<file path="src/rtl/line_reader.sv">
// line_reader: fetches sequential cache lines from the memory block, one request
// outstanding at a time, and serialises each line as a valid/ready word stream.
module line_reader #(
  parameter int unsigned LINE_W = 512,
  parameter int unsigned WORD_W = 32,
  parameter int unsigned ADDR_W = 42,
  parameter int unsigned LEN_W  = 16
) (
  input  logic              clk,
  input  logic              rst_n,
  input  logic              buffer_addr_valid,
  input  logic              start,
  input  logic [ADDR_W-1:0] base_addr,
  input  logic [LEN_W-1:0]  num_lines,
  output logic              rd_req_valid,
  output logic [ADDR_W-1:0] rd_req_addr,
  input  logic              rd_req_ready,
  input  logic              rd_resp_valid,
  input  logic [LINE_W-1:0] rd_resp_data,
  output logic              word_valid,
  output logic [WORD_W-1:0] word_data,
  output logic              word_last,
  input  logic              word_ready,
  output logic              busy,
  output logic              done
);

  localparam int unsigned WORDS = LINE_W / WORD_W;
  localparam int unsigned IDX_W = $clog2(WORDS);

  typedef enum logic [1:0] {IDLE, REQ, WAIT, DRAIN} state_t;

  state_t              state_q, state_d;
  logic [ADDR_W-1:0]   addr_d;
  logic [LEN_W-1:0]    rem_q, rem_d;
  logic [IDX_W-1:0]    idx_q, idx_d;
  logic [LINE_W-1:0]   line_q, line_d;
  logic                done_d;
  logic                req_valid_d;
  logic                word_valid_d;
  logic                word_last_d;
  logic                busy_d;
  logic                last_idx;

  assign last_idx = (idx_q == IDX_W'(WORDS - 1));

  // Next-state and datapath; outputs are derived from the next state so they can be registered
  always_comb begin
    state_d = state_q;
    addr_d  = rd_req_addr;
    rem_d   = rem_q;
    idx_d   = idx_q;
    line_d  = line_q;
    done_d  = 1'b0;

    case (state_q)
      IDLE: begin
        if (start && buffer_addr_valid) begin
          if (num_lines != '0) begin
            state_d = REQ;
            addr_d  = base_addr;
            rem_d   = num_lines;
          end else begin
            done_d = 1'b1;
          end
        end
      end
      REQ: begin
        if (rd_req_ready) begin
          state_d = WAIT;
          addr_d  = rd_req_addr + ADDR_W'(1);
          rem_d   = rem_q - LEN_W'(1);
        end
      end
      WAIT: begin
        if (rd_resp_valid) begin
          state_d = DRAIN;
          line_d  = rd_resp_data;
          idx_d   = '0;
        end
      end
      DRAIN: begin
        // The buffer shifts down so the current word always sits in the low bits
        if (word_ready) begin
          line_d = line_q >> WORD_W;
          idx_d  = idx_q + IDX_W'(1);
          if (last_idx) begin
            if (rem_q != '0) begin
              state_d = REQ;
            end else begin
              state_d = IDLE;
              done_d  = 1'b1;
            end
          end
        end
      end
      default: state_d = IDLE;
    endcase

    req_valid_d  = (state_d == REQ);
    word_valid_d = (state_d == DRAIN);
    busy_d       = (state_d != IDLE);
    word_last_d  = (state_d == DRAIN) && (idx_d == IDX_W'(WORDS - 1)) && (rem_d == '0);
  end

  always_ff @(posedge clk or negedge rst_n) begin
    if (!rst_n) begin
      state_q      <= IDLE;
      rd_req_addr  <= '0;
      rem_q        <= '0;
      idx_q        <= '0;
      line_q       <= '0;
      rd_req_valid <= 1'b0;
      word_valid   <= 1'b0;
      word_last    <= 1'b0;
      busy         <= 1'b0;
      done         <= 1'b0;
    end else begin
      state_q      <= state_d;
      rd_req_addr  <= addr_d;
      rem_q        <= rem_d;
      idx_q        <= idx_d;
      line_q       <= line_d;
      rd_req_valid <= req_valid_d;
      word_valid   <= word_valid_d;
      word_last    <= word_last_d;
      busy         <= busy_d;
      done         <= done_d;
    end
  end

  assign word_data = line_q[WORD_W-1:0];

endmodule

</file>
<file path="config.mk">
export PLATFORM = sky130hd
export DESIGN_NAME = line_reader
export DESIGN_NICKNAME = d
export VERILOG_FILES = /design/src/rtl/line_reader.sv
export SDC_FILE = /design/constraint.sdc
export NUM_CORES = 1
export LEC_CHECK = 0
export ABC_AREA = 0
export ABC_CLOCK_PERIOD_IN_PS = 2900
export BUFFER_PORTS_ARGS = -buffer_cell sky130_fd_sc_hd__buf_2
export CAP_MARGIN = 20
export CORE_AREA = 3 3 255 257
export CTS_CLUSTER_DIAMETER = 100
export DETAILED_ROUTE_END_ITERATION = 6
export DIE_AREA = 0 0 258 260
export PLACE_DENSITY = 0.69
export SLEW_MARGIN = 40
export SYNTH_ARGS = -nofsm -noshare
export SYNTH_HDL_FRONTEND = slang
export SYNTH_SLANG_ARGS = --single-unit
</file>
<file path="constraint.sdc">
create_clock -name clk -period 2.9 [get_ports clk]
set_input_delay 0.29 -clock clk [delete_from_list [all_inputs] [get_ports clk]]
set_output_delay 0.29 -clock clk [all_outputs]
set_load 0.1 [all_outputs]
</file>
== After elaboration in Yosys (flattened, before gate mapping) ==
Cells that the tools add are included.
Word-level totals
  bits in registers: 581
  input bits: 577
  output and inout bits: 79
  logic and storage cells: 65
Cells by class
  add/subtract/negate cells: 3
  eq/ne operators: 12
  mux-type cells: 28
  reduce and logical (&&, ||, !) cells: 12
Operators with widths (number)
  $mux 512: 2
  $pmux 512 s2: 1
  $mux 42: 3
  $pmux 42 s2: 1
  $mux 16: 3
  $add 42x1->42 const B: 1
  $pmux 16 s2: 1
  $reduce_bool 16->1: 2
  $logic_not 16->1: 1
  $sub 16x1->16 const B: 1
  $mux 2: 6
  $ne 2x2->1 const B: 5
  $eq 4x4->1 const B: 2
  $mux 4: 2
  $pmux 2 s4: 1
  $pmux 4 s2: 1
  $eq 2x2->1 const B: 3
  $mux 1: 6
  $reduce_bool 2->1: 3
  $add 4x1->4 const B: 1
  $eq 2x1->1 const B: 2
  $reduce_and 4->1: 1
  $logic_and 1x1->1: 3
  $reduce_and 3->1: 1
  2 further kinds: 2

== Depth between registers and ports, before layout ==
  word-level depth: 8
  mapped depth: 11
  gate-level depth less buffers: 9

== Least setup slack after synthesis ==
Ideal clock, no wire load.
  kind: reg-to-reg
  start point: register rd_req_addr[0]
  end point: register rd_req_addr[32]
  library setup time: 0.122 ns
  arrival time: 3.093 ns
  required time: 2.778 ns
  path slack: -0.316 ns
  stages on the path, launching flop included: 9
  path buffers: 0
  clock period less this slack: 3.216 ns
  path through: dfrtp_1 > ha_1 > nand3_1 > nor4_1 > nand4_1 > or2_2 > o21ai_0 > o311a_1 > nor2_1
Between the ends
  word-level cells in the longest chain between the ends: 3
RTL lines
  start, declared: line 16  | output logic [ADDR_W-1:0] rd_req_addr,
  start signal, assigned: line 120  | rd_req_addr <= addr_d;
  $add 42x1->42: line 71  | addr_d = rd_req_addr + ADDR_W'(1);
  $mux 42: line 69  | if (rd_req_ready) begin
  $pmux 42 s2: line 56  | case (state_q)
No other way between the ends. The select of a mux whose other input is x is not followed.
A chain may end at the register's enable or synchronous reset.

== Worst setup path after layout ==
  start point: register state_q[0]
  end point: register word_last
Between the ends
  elaborated cells on any way between the ends: 18
  classes of those cells: 5 x eq/ne; 9 x mux; 4 x reduce/logical
RTL lines
  start, declared: line 33  | state_t state_q, state_d;
  start signal, assigned: line 119  | state_q <= state_d;
  $eq 2x1->1 / $logic_not 2->1 (equally long branches): line 56
  $pmux 16 s2 (*): line 56
  net rem_d[5]: line 35  | logic [LEN_W-1:0] rem_q, rem_d;
  $logic_not 16->1 (*): line 103  | word_last_d = (state_d == DRAIN) && (idx_d == IDX_W'(WORDS - 1)) && (rem_d == '0);
  $logic_and 1x1->1 (*): line 103
  net word_last_d: line 41  | logic word_last_d;
  end signal, assigned: line 126  | word_last <= word_last_d;
  end, declared: line 22  | output logic word_last,
The timed path passes the listed nets; every way through them passes the cells marked *.

==> impl_metrics.toml <==
[outcome]
outcome = "finished clean"

[timing]
max_freq_mhz = 361
max-slew-margin-rel_pct = 43.8
slew_violations = 0
finalCritPeriodShare_pct = 95.5
setup-tns-final_ns = 0
rsz0062_at_grt = "no"
hold_viol = 0
final-setup-viol-count = 0
finalHoldWorstSlack_ns = 0.0261
worst_clock_skew_ns = 0.0295
worstMarginPinSlew_ns = 0.842
period_needed_ns = 2.77

[grt]
antenna_found_initial = 33
grt.total_usage_pct = 27.6
first_global_vias = 25500
grt_max_degree = 156
grt_pass1_wl_microns = 145000
grt-ovfl-total = 0

[floorplan]
die_w_microns = 258
fp.dieArea_sq_um = 67100
rows = 92
core-area_sq_um = 63000
die_h_microns = 260
io_pins = 656
start_util_pct = 43.3

[power_and_ir_drop]
power_mw = 39.3
peakVddDrop_mv = 0.580
p_leak_nw = 17.5
p_sw_share_pct = 42.9
comb_power_share_pct = 40.2
p_clk_share_pct = 22.2
internal-power_mw = 22.4
powerDensity_nw_per_um2 = 1010
seq_power_share_pct = 37.6
switching_power_mw = 16.9

[yosys]
synth_top_area_share_pct = 53.3
synth.ff_latch_count = 581
synth_ff_type = "dfrtp_1"
syn_nets = 3267
syn_area_per_cell_sq_um = 10.2
yosysWarnings = 0
yosysTopAreaCell = "dfrtp_1"
synth_edf_count = 0
ys_seq_area_share_pct = 53.3
async_reset_ff_share_pct = 100
synth_cell_type_count = 57
syn-cell-area_sq_um = 27300
synth_area_leaders = "dfrtp_1, mux2i_1, o21ai_0, nand2_1, clkbuf_1"
syn-instance-count = 2683

[place]
placed_cell_area_sq_um = 31700
portBuffers = 655
post-dp-hpwl_microns = 62100
place_congestion = 0.903

[finish]
final_common_cell = "buf_2"
syn_to_final_growth_pct = 42.2
mostFrequentLayoutCells = "buf_2, dfrtp_1, o21ai_0"
fillers = 4991
drive_gt1_share_pct = 23.3
stdcell_area_sq_um = 38800
nets = 4322

[detailed_routing]
drt-pass1-iter-count = 7
drc = 0
drt-total-wl_microns = 95000
drtIter0Drc = 2037
num_vias = 24900
ant_nets = 0
post_drt_wl_per_cell_microns = 20.4
via_per_inst = 5.33

[cts]
cts-root-buf = "clkbuf_16"
cts_tree = "yes"
clock-sinks = 581
htree_num_levels = 3
cts_buffers = 68
cts_max_path_buffers = 3
cts.clk_slew.worst_paths_ns = 0.06
clock_latency_ns = 0.60

[job]
maxCapViolations = 0

[critical_path]
r2r_setup_slack_ns = 0.13
start_kind = "register"
crit_type = "register to register"
critPathMaxFanout = 7
reg2reg_depth = 9
end_kind = "register"
arrival_ns = 3.27
r2r-start = "state_q[0]$_DFF_PN0_"
cp.required_ns = 3.40
rr_endpoint = "word_last$_DFF_PN0_"

[hold_path]
hold_path_startpoint = "rd_resp_data[329]"
min_path_type = "input port to register"
hold_depth = 3
min_to = "line_q[329]$_DFFE_PN0P_"
==> cell usage after synthesis, types with 4 or more instances <==
cell,number
nor3_1,10
or4_1,7
dfrtp_1,581
o21ai_0,517
a22o_1,36
nand2_1,511
mux2_2,6
a22oi_1,13
inv_1,11
mux2i_1,493
a31oi_1,7
and3_1,22
buf_1,5
o22ai_1,33
nor2_1,26
ha_1,7
o211ai_1,4
xnor2_1,4
buf_4,32
nand3_1,45
nand4_1,14
a31o_2,5
or3_1,7
and2_1,4
nor4_1,6
a21oi_1,40
clkbuf_1,189
==> how the worst max path moves through the flow <==
stage | startpoint | end | cells after the start
6_report | state_q[0]$_DFF_PN0_ | word_last$_DFF_PN0_ | 9
5_1_grt | rem_q[0]$_DFF_PN0_ | word_last$_DFF_PN0_ | 10
4_1_cts | num_lines[13] | word_last$_DFF_PN0_ | 9
3_5_place_dp | num_lines[0] | word_last$_DFF_PN0_ | 8
3_3_place_gp | num_lines[8] | word_last$_DFF_PN0_ | 8
2_1_floorplan | num_lines[6] | word_last$_DFF_PN0_ | 8
==> area by class of cell <==
type	instances	area, sq um	area share (%)
multi-input combinational	1864	11800	30.4
timing repair buffer	1212	9000	23.2
inverter	11	41.3	0.106
clock inverter	22	277	0.713
sequential	581	14500	37.5
clock buffer	96	1990	5.13
tap	846	1060	2.73
antenna	27	67.6	0.174
==> power by group through the flow <==
stage,registers [mW],logic (mW),clock network [mW]
2_1_floorplan,16.1,9.49,0
3_3_place_gp,14.6,14.6,0
3_5_place_dp,14.8,14.9,0
4_1_cts,14.6,15.5,8.90
5_1_grt,15.2,17.2,9.26
6_report,14.8,15.8,8.74
==> what timing repair did <==
item	in CTS	in global routing
hold buffers	470	1
setup endpoints to repair	0	1
endpoints found under the hold margin	514	1
resized for setup	0	12
buffers inserted	0	3
==> metrics by stage <==
| step | std cells | setup slack [ns] | utilization (%) |
|---|---|---|---|
| 5_1_grt | 4652 | 0.0146 | 61.6 |
| 4_1_cts | 4629 | 0.0541 | 61.3 |
| 3_3_place_gp | 4041 | -0.0747 | 50.3 |
| 6_report | 4659 | 0.130 | 61.6 |
| 2_1_floorplan | 2683 | -0.0162 | - |
| 3_5_place_dp | 4041 | -0.121 | 50.3 |
==> per-layer routing <==
layer	vias up	GRT usage, %	share of wire, %
met5	-	0	0.14
met4	20	13.2	4.9
met3	305	5.81	6.5
met2	1032	47.0	49
met1	11900	33.4	39
li1	11600	-	-
==> cells by family after synthesis <==
kind of cell,synth area share (%)
DFF,53.3
muxes,18.3
buffers and inverters,3.74
xor gates and xnor gates,0.193
and+or+nand+nor,10.4
AOI/OAI and AO/OA,13.7
adders and majority gates,0.321
==> worst max-delay path, cell delays in order (launching register included) <==
cell and delay [ns]:
dfrtp_2 0.44, inv_2 0.10, ha_1 0.21, nor2_1 0.08, buf_4 0.17, a32o_1 0.21
or3_4 0.33, or4_1 0.51, or3_4 0.39, nor4_4 0.25
==> flip-flops by register name, indices dropped and copies added, names as in the netlist <==
signal and flops:
rd_req_addr 42, state_q 2, rd_req_valid 1, rem_q 16, busy 1, word_last 1
idx_q 4, done 1, line_q 512, word_valid 1
(Power assumes the default switching activity.)
